[config.mk]
export PLATFORM = sky130hd
export DESIGN_NAME = alu_mdu
export DESIGN_NICKNAME = d
export VERILOG_FILES = /design/src/rtl/alu_mdu.sv
export SDC_FILE = /design/constraint.sdc
export NUM_CORES = 2
export LEC_CHECK = 0
export BUFFER_PORTS_ARGS = -buffer_cell sky130_fd_sc_hd__buf_4
export CAP_MARGIN = 15
export CORE_MARGIN = 2
export CORE_UTILIZATION = 27
export CTS_CLUSTER_SIZE = 28
export DETAILED_ROUTE_END_ITERATION = 6
export PLACE_DENSITY = 0.37
export RECOVER_POWER = 100
export SYNTH_ARGS = -nofsm -noshare
export SYNTH_HDL_FRONTEND = slang
export SYNTH_SLANG_ARGS = --single-unit
export TNS_END_PERCENT = 30
[constraint.sdc]
create_clock -name clk -period 11.7 [get_ports clk]
set_clock_uncertainty 0.05 [all_clocks]
set_input_delay 2.34 -clock clk [delete_from_list [all_inputs] [get_ports clk]]
set_output_delay 2.34 -clock clk [all_outputs]
set_load 0.01 [all_outputs]
[src/rtl/alu_mdu.sv]
// alu_mdu: execute-stage ALU with iterative RISC-V M-extension unit.
// Single-cycle ops finish on the acceptance edge. MUL/DIV family runs a
// shift-add multiplier or restoring divider one bit per cycle.
//
// Handshake: a transfer happens on a rising edge where valid && ready are
// both 1. in_ready is high only in IDLE and out_valid only in DONE, so
// acceptance and delivery can never coincide. Once out_valid rises,
// ALUResult/Zero stay frozen until out_ready is seen.
module alu_mdu #(
  parameter int DATA_WIDTH    = 32,
  parameter int OPCODE_LENGTH = 5
) (
  input  logic                     clk,
  input  logic                     reset,
  input  logic                     in_valid,
  output logic                     in_ready,
  input  logic [DATA_WIDTH-1:0]    SrcA,
  input  logic [DATA_WIDTH-1:0]    SrcB,
  input  logic [OPCODE_LENGTH-1:0] Operation,
  output logic                     out_valid,
  input  logic                     out_ready,
  output logic [DATA_WIDTH-1:0]    ALUResult,
  output logic                     Zero,
  output logic [1:0]               dbg_state
);
  localparam int W   = DATA_WIDTH;
  localparam int SHW = $clog2(DATA_WIDTH);

  typedef logic [OPCODE_LENGTH-1:0] op_t;
  localparam op_t OP_AND   = op_t'(8'h00);
  localparam op_t OP_SUB   = op_t'(8'h01);
  localparam op_t OP_ADD   = op_t'(8'h02);
  localparam op_t OP_OR    = op_t'(8'h03);
  localparam op_t OP_XOR   = op_t'(8'h04);
  localparam op_t OP_SLL   = op_t'(8'h05);
  localparam op_t OP_SRL   = op_t'(8'h06);
  localparam op_t OP_SRA   = op_t'(8'h07);
  localparam op_t OP_EQ    = op_t'(8'h08);
  localparam op_t OP_SLT   = op_t'(8'h09);
  localparam op_t OP_SLTU  = op_t'(8'h0A);
  localparam op_t OP_MUL   = op_t'(8'h10);
  localparam op_t OP_MULH  = op_t'(8'h11);
  localparam op_t OP_MULHU = op_t'(8'h12);
  localparam op_t OP_DIV   = op_t'(8'h13);
  localparam op_t OP_DIVU  = op_t'(8'h14);
  localparam op_t OP_REM   = op_t'(8'h15);
  localparam op_t OP_REMU  = op_t'(8'h16);

  typedef enum logic [1:0] {
    S_IDLE = 2'd0,
    S_BUSY = 2'd1,
    S_DONE = 2'd2
  } state_t;

  state_t state_q, state_nx;

  // Captured operation and working registers. hi/lo/mcand double as
  // {partial product, multiplier} or {remainder, dividend/quotient}.
  op_t               op_q;
  logic [W-1:0]      a_q, b_q, hi_q, lo_q, mcand_q;
  logic [SHW-1:0]    cnt_q;

  logic              in_iter, in_signed, last_iter, mul_op;
  logic [SHW-1:0]    shamt;
  logic [W-1:0]      single_res, a_mag, b_mag, iter_res;
  logic [W:0]        mul_sum, div_shift, div_diff;
  logic [W-1:0]      mul_hi_nx, mul_lo_nx, div_hi_nx, div_lo_nx, quo, rmd;
  logic [2*W-1:0]    prod;
  logic              div_ok, mul_neg, q_neg, r_neg, b_zero;

  // Classify the incoming opcode and form operand magnitudes for loading.
  always_comb begin
    in_iter   = (Operation == OP_MUL)  || (Operation == OP_MULH) ||
                (Operation == OP_MULHU) || (Operation == OP_DIV) ||
                (Operation == OP_DIVU) || (Operation == OP_REM) ||
                (Operation == OP_REMU);
    in_signed = (Operation == OP_MULH) || (Operation == OP_DIV) ||
                (Operation == OP_REM);
    a_mag     = (in_signed && SrcA[W-1]) ? -SrcA : SrcA;
    b_mag     = (in_signed && SrcB[W-1]) ? -SrcB : SrcB;
  end

  // Single-cycle result; unknown codes (including iterative ones, which
  // never use this path) fall through to 1.
  always_comb begin
    shamt = SrcB[SHW-1:0];
    case (Operation)
      OP_AND:  single_res = SrcA & SrcB;
      OP_SUB:  single_res = SrcA - SrcB;
      OP_ADD:  single_res = SrcA + SrcB;
      OP_OR:   single_res = SrcA | SrcB;
      OP_XOR:  single_res = SrcA ^ SrcB;
      OP_SLL:  single_res = SrcA << shamt;
      OP_SRL:  single_res = SrcA >> shamt;
      OP_SRA:  single_res = W'($signed(SrcA) >>> shamt);
      OP_EQ:   single_res = W'(SrcA == SrcB);
      OP_SLT:  single_res = W'($signed(SrcA) < $signed(SrcB));
      OP_SLTU: single_res = W'(SrcA < SrcB);
      default: single_res = W'(1);
    endcase
  end

  // One multiplier/divider step plus the sign fix-up applied on the last one.
  always_comb begin
    mul_op    = (op_q == OP_MUL) || (op_q == OP_MULH) || (op_q == OP_MULHU);
    mul_neg   = (op_q == OP_MULH) && (a_q[W-1] ^ b_q[W-1]);
    q_neg     = (op_q == OP_DIV) && (a_q[W-1] ^ b_q[W-1]);
    r_neg     = (op_q == OP_REM) && a_q[W-1];
    b_zero    = (b_q == '0);
    last_iter = (cnt_q == SHW'(W - 1));

    mul_sum   = {1'b0, hi_q} + (lo_q[0] ? {1'b0, mcand_q} : '0);
    mul_hi_nx = mul_sum[W:1];
    mul_lo_nx = {mul_sum[0], lo_q[W-1:1]};
    prod      = {mul_hi_nx, mul_lo_nx};
    if (mul_neg) prod = -prod;

    div_shift = {hi_q, lo_q[W-1]};
    div_diff  = div_shift - {1'b0, mcand_q};
    div_ok    = ~div_diff[W];
    div_hi_nx = div_ok ? div_diff[W-1:0] : div_shift[W-1:0];
    div_lo_nx = {lo_q[W-2:0], div_ok};
    quo       = q_neg ? -div_lo_nx : div_lo_nx;
    rmd       = r_neg ? -div_hi_nx : div_hi_nx;

    case (op_q)
      OP_MUL:            iter_res = prod[W-1:0];
      OP_MULH, OP_MULHU: iter_res = prod[2*W-1:W];
      OP_DIV, OP_DIVU:   iter_res = b_zero ? '1 : quo;
      OP_REM, OP_REMU:   iter_res = b_zero ? a_q : rmd;
      default:           iter_res = '0;
    endcase
  end

  // State register.
  always_ff @(posedge clk) begin
    if (reset) state_q <= S_IDLE;
    else       state_q <= state_nx;
  end

  // Next-state and handshake outputs.
  always_comb begin
    state_nx  = state_q;
    in_ready  = 1'b0;
    out_valid = 1'b0;
    case (state_q)
      S_IDLE: begin
        in_ready = 1'b1;
        if (in_valid) state_nx = in_iter ? S_BUSY : S_DONE;
      end
      S_BUSY: if (last_iter) state_nx = S_DONE;
      S_DONE: begin
        out_valid = 1'b1;
        if (out_ready) state_nx = S_IDLE;
      end
      default: state_nx = S_IDLE;
    endcase
    dbg_state = state_q;
  end

  // Datapath: capture on acceptance, iterate in BUSY, hold in DONE.
  always_ff @(posedge clk) begin
    if (reset) begin
      op_q      <= '0;
      a_q       <= '0;
      b_q       <= '0;
      hi_q      <= '0;
      lo_q      <= '0;
      mcand_q   <= '0;
      cnt_q     <= '0;
      ALUResult <= '0;
      Zero      <= 1'b1;
    end else begin
      case (state_q)
        S_IDLE: if (in_valid) begin
          op_q <= Operation;
          a_q  <= SrcA;
          b_q  <= SrcB;
          if (in_iter) begin
            hi_q    <= '0;
            lo_q    <= a_mag;
            mcand_q <= b_mag;
            cnt_q   <= '0;
          end else begin
            ALUResult <= single_res;
            Zero      <= (single_res == '0);
          end
        end
        S_BUSY: begin
          hi_q  <= mul_op ? mul_hi_nx : div_hi_nx;
          lo_q  <= mul_op ? mul_lo_nx : div_lo_nx;
          cnt_q <= cnt_q + 1'b1;
          if (last_iter) begin
            ALUResult <= iter_res;
            Zero      <= (iter_res == '0);
          end
        end
        default: ;
      endcase
    end
  end
endmodule

Word-level counts from Yosys, hierarchy flattened --
Cells that the tools add are included. W data, S select, Z words.
Word-level totals: memory bits (read-only) 0, input port bits 73, memories kept 0, RAM bits 0, logic and storage cells 129, register bits 205, latch bits 0, output and inout port bits 37
Cells by class: divide/modulo/power cells 0, reductions and logical operators 29, shift operators 3, multiply operators 0, $add $sub $neg 10, bitwise logic cells 5, equality and inequality tests 33, multiplexer cells 37, order comparisons 2
Operators by type and width (count):
- $mux W32 | 17
- $pmux W32 S11 | 1
- $pmux W32 S2 | 3
- $neg A32 Y32 | 4
- $pmux W32 S4 | 1
- $logic_not A32 Y1 | 3
- $eq A5 B5 Y1 const B | 15
- $lt A32 B32 Y1 | 2
- $mux W64 | 1
- $neg A64 Y64 | 1
- $add A32 B32 Y33 | 1
- $sub A33 B32 Y33 | 1
- $add A32 B32 Y32 | 1
- $and A32 B32 Y32 | 1
- $eq A32 B32 Y1 | 1
- $or A32 B32 Y32 | 1
- $shl A32 B5 Y32 | 1
- $shr A32 B5 Y32 | 1
- $sshr A32 B5 Y32 | 1
- $sub A32 B32 Y32 | 1
- $xor A32 B32 Y32 | 1
- $eq A5 B3 Y1 const B | 4
- $eq A5 B4 Y1 const B | 3
- $eq A5 B2 Y1 const B | 2
- other kinds (22) | 51

Depth between registers and ports, before layout --
depth in word-level cells 10, mapped depth 32, mapped depth without buffers 26

Worst setup path after synthesis --
Ideal clock, no wire load.
path type input-to-reg, start in SrcB[3], end reg Zero, path slack 4.554 ns, data required time 11.585 ns, cell stages on the path 19, library setup time 0.065 ns, buffers on the path 3, arrival 7.031 ns, cell sequence clkbuf_1 > clkinv_1 > clkbuf_1 > clkbuf_1 > ha_1 > inv_1 > o21a_1 > a311oi_2 > o31ai_2 > nor4_4 > o21bai_1 > a221o_1 > o31a_1 > a2111oi_0 > o32ai_1 > or4_1 > o41ai_1 > o32ai_1 > nor2_1
On the way: longest elaborated chain between the ends 6, elaborated cells between the ends (all ways) 16, those cells by class add/sub (2); order compare (2); eq/ne (1); shift (3); mux (4); bitwise (3); reduce/logical (1)
Ends and longest elaborated chain:
- start, declared | line 18 | input logic [DATA_WIDTH-1:0] SrcB,
- $add A32 B32 Y32 (tied with other cells) | line 90 | OP_ADD: single_res = SrcA + SrcB;
- $pmux W32 S11 (*) | line 87 | case (Operation)
- $logic_not A32 Y1 (*) | line 186 | Zero <= (single_res == '0);
- $mux W1 (*) | line 179 | if (in_iter) begin
- $mux W1 (*) | line 175 | S_IDLE: if (in_valid) begin
- $pmux W1 S2 (*) | line 174 | case (state_q)
- end signal, assigned | line 186
- end signal, assigned | line 195 | Zero <= (iter_res == '0);
- end, declared | line 23 | output logic Zero,
Mark *: on every way between the ends. The rest lies on a longest branch, timed or not. The select of a mux whose other input is x is not followed. A chain may end at the register's enable or synchronous reset.

Worst setup path after layout --
start reg lo_q[31], end reg Zero
On the way: longest elaborated chain between the ends 9, elaborated cells between the ends (all ways) 15, those cells by class add/sub (4); mux (9); bitwise (1); reduce/logical (1)
Ends and longest elaborated chain:
- start, declared | line 60 | logic [W-1:0] a_q, b_q, hi_q, lo_q, mcand_q;
- start signal, assigned | line 181 | lo_q <= a_mag;
- start signal, assigned | line 191 | lo_q <= mul_op ? mul_lo_nx : div_lo_nx;
- $sub A33 B32 Y33 | line 119 | div_diff = div_shift - {1'b0, mcand_q};
- $mux W32 or $not A1 Y1 (tied branches) | line 121, 120
- $neg A32 Y32 (on tied branches) | line 124, 123
- $mux W32 (on tied branches) | line 124, 123
- $mux W32 (on tied branches) | line 130, 129
- $pmux W32 S4 (*) | line 126 | case (op_q)
- $logic_not A32 Y1 (*) | line 195
- $mux W1 (*) | line 193 | if (last_iter) begin
- $pmux W1 S2 (*) | line 174
Marks and branches as above.

==> flow_metrics.env <==
export IMPL_outcome="finished, violations left"
export IMPL_failed_checks="design-rule violations, max-capacitance violations, max-slew violations"
export IMPL_cts_inserted_buffers=31
export IMPL_net_count_of_the_mapped_netlist=4309
export IMPL_holdCritPathClass="register to register"
export IMPL_timing_critical_path_required_ns=12.20
export IMPL_power_share_sequential=0.235
export IMPL_multi_input_comb_area_um2=22630
export IMPL_drt_iter0_markers=3471
export IMPL_placementRows=119
export IMPL_first_global_vias=31100
export IMPL_timing_worst_slew_pin_value_ns=3.885
export IMPL_place_detailed_hpwl_mm=126.3
export IMPL_ys_seq_area_frac=0.1430
export IMPL_synthCells=4065
export IMPL_ys_flop_type="dfxtp_1"
export IMPL_fillers=11800
export IMPL_worstRegToRegCells=18
export IMPL_ys_warnings=0
export IMPL_power_total_w=0.003344
export IMPL_max_freq_mhz=102.2
export IMPL_synth_edf_count=0
export IMPL_number_of_max_capacitance_violations_reported=9
export IMPL_pre_cts_slack_ns=2.902
export IMPL_grt_pass1_wl_mm=235.5
export IMPL_track_usage=0.2953
export IMPL_core_area_um2=105400
export IMPL_drt_wirelength_per_cell_um=30.96
export IMPL_ys_top_cells_by_area="dfxtp_1 (14%), ha_1 (7.3%), a21oi_1 (6.9%), nand2_1 (6.8%), nor2_1 (6.0%)"
export IMPL_cts_root_to_sink_buffers=3
export IMPL_regArea_um2=4104
export IMPL_timing_worst_setup_path_type="register to register"
export IMPL_timing_critical_path_to_type="register"
export IMPL_headroom_to_the_max_slew_limit=-1.590
export IMPL_path_buf_inv=3
export IMPL_hold_path_depth=2
export IMPL_place_congestion=0.9618
export IMPL_final_min_period_over_clock_period=0.8360
export IMPL_clock_network_fraction_of_total_power=0.288
export IMPL_post_cts_setup_buffers=0
export IMPL_die_w_um=330.0
export IMPL_cp_arrival_ns=10.28
export IMPL_routed_via_count=32640
export IMPL_fin_tns_setup_ns=0
export IMPL_proportion_of_layout_cells_with_a_drive_suffix_above_1=0.09183
export IMPL_worstSetupPathDepth=18
export IMPL_path_cells="inv_1, ha_1, inv_1, fa_1, a211oi_2, o21ai_2, o211ai_1, and3_1, a21o_1, xnor2_4, clkbuf_1, mux2i_1, or4b_1, nor2_1, mux2_1, a211oi_1, a41oi_1, nor2_1"
export IMPL_synthDominantAreaCellType="dfxtp_1"
export IMPL_post_cts_hold_buffer_count=0
export IMPL_critPathLaunchType="register"
export IMPL_clock_sinks=205
export IMPL_yosysTopAreaCellShare=0.1430
export IMPL_avgViaCountPerCell=6.106
export IMPL_postSynthAreaPerCell_um2=7.060
export IMPL_final_hold_violation_count=0
export IMPL_cts_tree="done"
export IMPL_cts_root_buffer="clkbuf_16"
export IMPL_top_fanout_value_on_the_critical_path=60
export IMPL_path_delay_family="buffers and inverters"
export IMPL_route_detailed_drc=10
export IMPL_p_leak_nw=11.42
export IMPL_htree_depth=1
export IMPL_grt_start_max_net_pins=113
export IMPL_clk_latency_ns=0.64
export IMPL_postCtsResizedCells=0
export IMPL_path_clk_slew_ns=0.06
export IMPL_synth_seq_cells=205
export IMPL_die_y_um=330.0
export IMPL_crit_path_largest_cell_delay_ns=2.45
export IMPL_pwr_share_comb=0.477
export IMPL_setup_viol_count_final=0
export IMPL_ir_worst_vdd_v=0.0001150
export IMPL_unrepaired_setup_endpoints_after_global_routing="no"
export IMPL_die_area_um2=108900
export IMPL_timing_critical_path_slowest_stage_cell="clkbuf_1"
export IMPL_synthArstFlopShare=0
export IMPL_min_period_ns=9.782
export IMPL_pin_count=110
export IMPL_yosysUniqueCellTypes=122
export IMPL_initial_antenna_violation_count=10
export IMPL_num_nets_final=4175
export IMPL_netSwitchingPower_w=0.001548
export IMPL_synth_cell_area_um2=28700
export IMPL_area_delta_synth_final_pct=8.785
export IMPL_postRouteWirelength_mm=165.5
export IMPL_powerDensity_nw_per_um2=107.1
export IMPL_dr_pass1_iters=7
export IMPL_slew_viol_final=462
export IMPL_p_sw_frac=0.4627
export IMPL_placement_io_buffers=109
export IMPL_worst_slack_ns=1.918
export IMPL_p_int_w=0.001797
export IMPL_overflow=0
export IMPL_initial_utilization=0.2722
export IMPL_drt_antenna_net_count=0
==> Yosys cell counts (24+ instances only) <==
cell type,instances
nand2_1,523
xnor2_1,116
a22oi_1,31
a21oi_1,396
o211ai_1,93
inv_1,158
a211oi_1,85
nor2_1,455
and3_1,26
or2_2,24
or3_1,28
buf_2,42
ha_1,167
xor2_1,53
a221oi_1,41
nand2b_1,34
nand3_1,64
a31oi_1,43
and2_1,35
nor4_1,57
nand4_1,39
a21o_1,43
mux4_2,72
nor3_1,106
o21ai_0,181
a311oi_1,50
nor2b_1,31
mux2i_1,92
clkbuf_1,262
dfxtp_1,205
==> logic make-up (layout without fill, tap and decap cells) <==
kind of cell / count (synthesis) / count (layout) / share of synthesized area
buf+inv: 502 / 390 / 0.07063
mux: 187 / 187 / 0.09762
compound gates: 1304 / 1304 / 0.3095
simple gates: 1526 / 1526 / 0.2515
other cells: 0 / 1 / 0
fa+ha+maj: 171 / 171 / 0.07560
xor+xnor: 170 / 170 / 0.05215
flops: 205 / 205 / 0.1430
==> power by group through the flow <==
stage	Combinational (W)	Clock [W]	Sequential (W)
final	0.00159	0.000965	0.000786
after global routing	0.00169	0.00101	0.000790
after CTS	0.00157	0.000988	0.000785
after detailed placement	0.00156	0	0.000800
after global placement	0.00157	0	0.000800
after floorplan	0.00101	0	0.000778
==> path summary, 6_finish.rpt <==
kind         slack, ns          from      endpoint
max reg2reg       1.92      lo_q[31]          Zero
min               0.40  ALUResult[8]  ALUResult[8]
max               1.92      lo_q[31]          Zero
min reg2reg       0.40  ALUResult[8]  ALUResult[8]
==> per-layer routing <==
layer  global-route usage  share of wire
met2               0.4756           0.45
met1               0.3985           0.44
met5                    0        0.00031
met4               0.1235          0.049
met3              0.03483          0.063
==> final cells by class <==
class	instances	area share
antenna	1	0.00008016
clock buffer	42	0.02777
clock inverter	13	0.004328
inverter	163	0.01960
multi-input combinational	3358	0.7248
sequential	205	0.1315
tap	1391	0.05575
timing repair buffer	172	0.03623
==> worst register-to-register path: cells and delay by family (launching register included) <==
family	cells	cell delay [ns]
xor+xnor	1	0.19
flops	1	0.45
buf+inv	3	2.69
fa+ha+maj	2	0.63
compound gates	6	2.64
mux	2	1.55
simple gates	4	1.52
==> layout by cell type, fill, tap and decap left out, drive strengths merged, types with 53 or more instances in the layout <==
cell      n
nor2    457
xnor2   117
clkbuf   89
mux2i    92
nor4     65
a211oi   88
inv     162
mux4     72
nor3    107
dfxtp   205
o211ai   94
xor2     53
a21oi   396
buf     125
nand2   523
o21ai   189
nand3    67
ha      167
==> flip-flops by register name (all words and copies together) (netlist names) <==
register	cells
ALUResult	32
Zero	1
a_q	32
b_q	32
cnt_q	5
dbg_state	2
hi_q	32
lo_q	32
mcand_q	32
op_q	5
==> per-stage QoR <==
| stage | util | instances | hold WS, ns | area, µm² |
|---|---|---|---|---|
| 5_1_grt | 0.2961 | 5344 | 0.4158 | 31220 |
| 4_1_cts | 0.2980 | 5344 | 0.4013 | 31420 |
| 3_5_place_dp | 0.2885 | 5289 | 0.3954 | 30410 |
| 6_report | 0.2961 | 5345 | 0.3983 | 31220 |
| 3_3_place_gp | 0.2885 | 5289 | 0.3942 | 30410 |
| 2_1_floorplan | - | 4065 | 0.3832 | 28700 |
No activity file was read; power rests on OpenSTA's default activity.
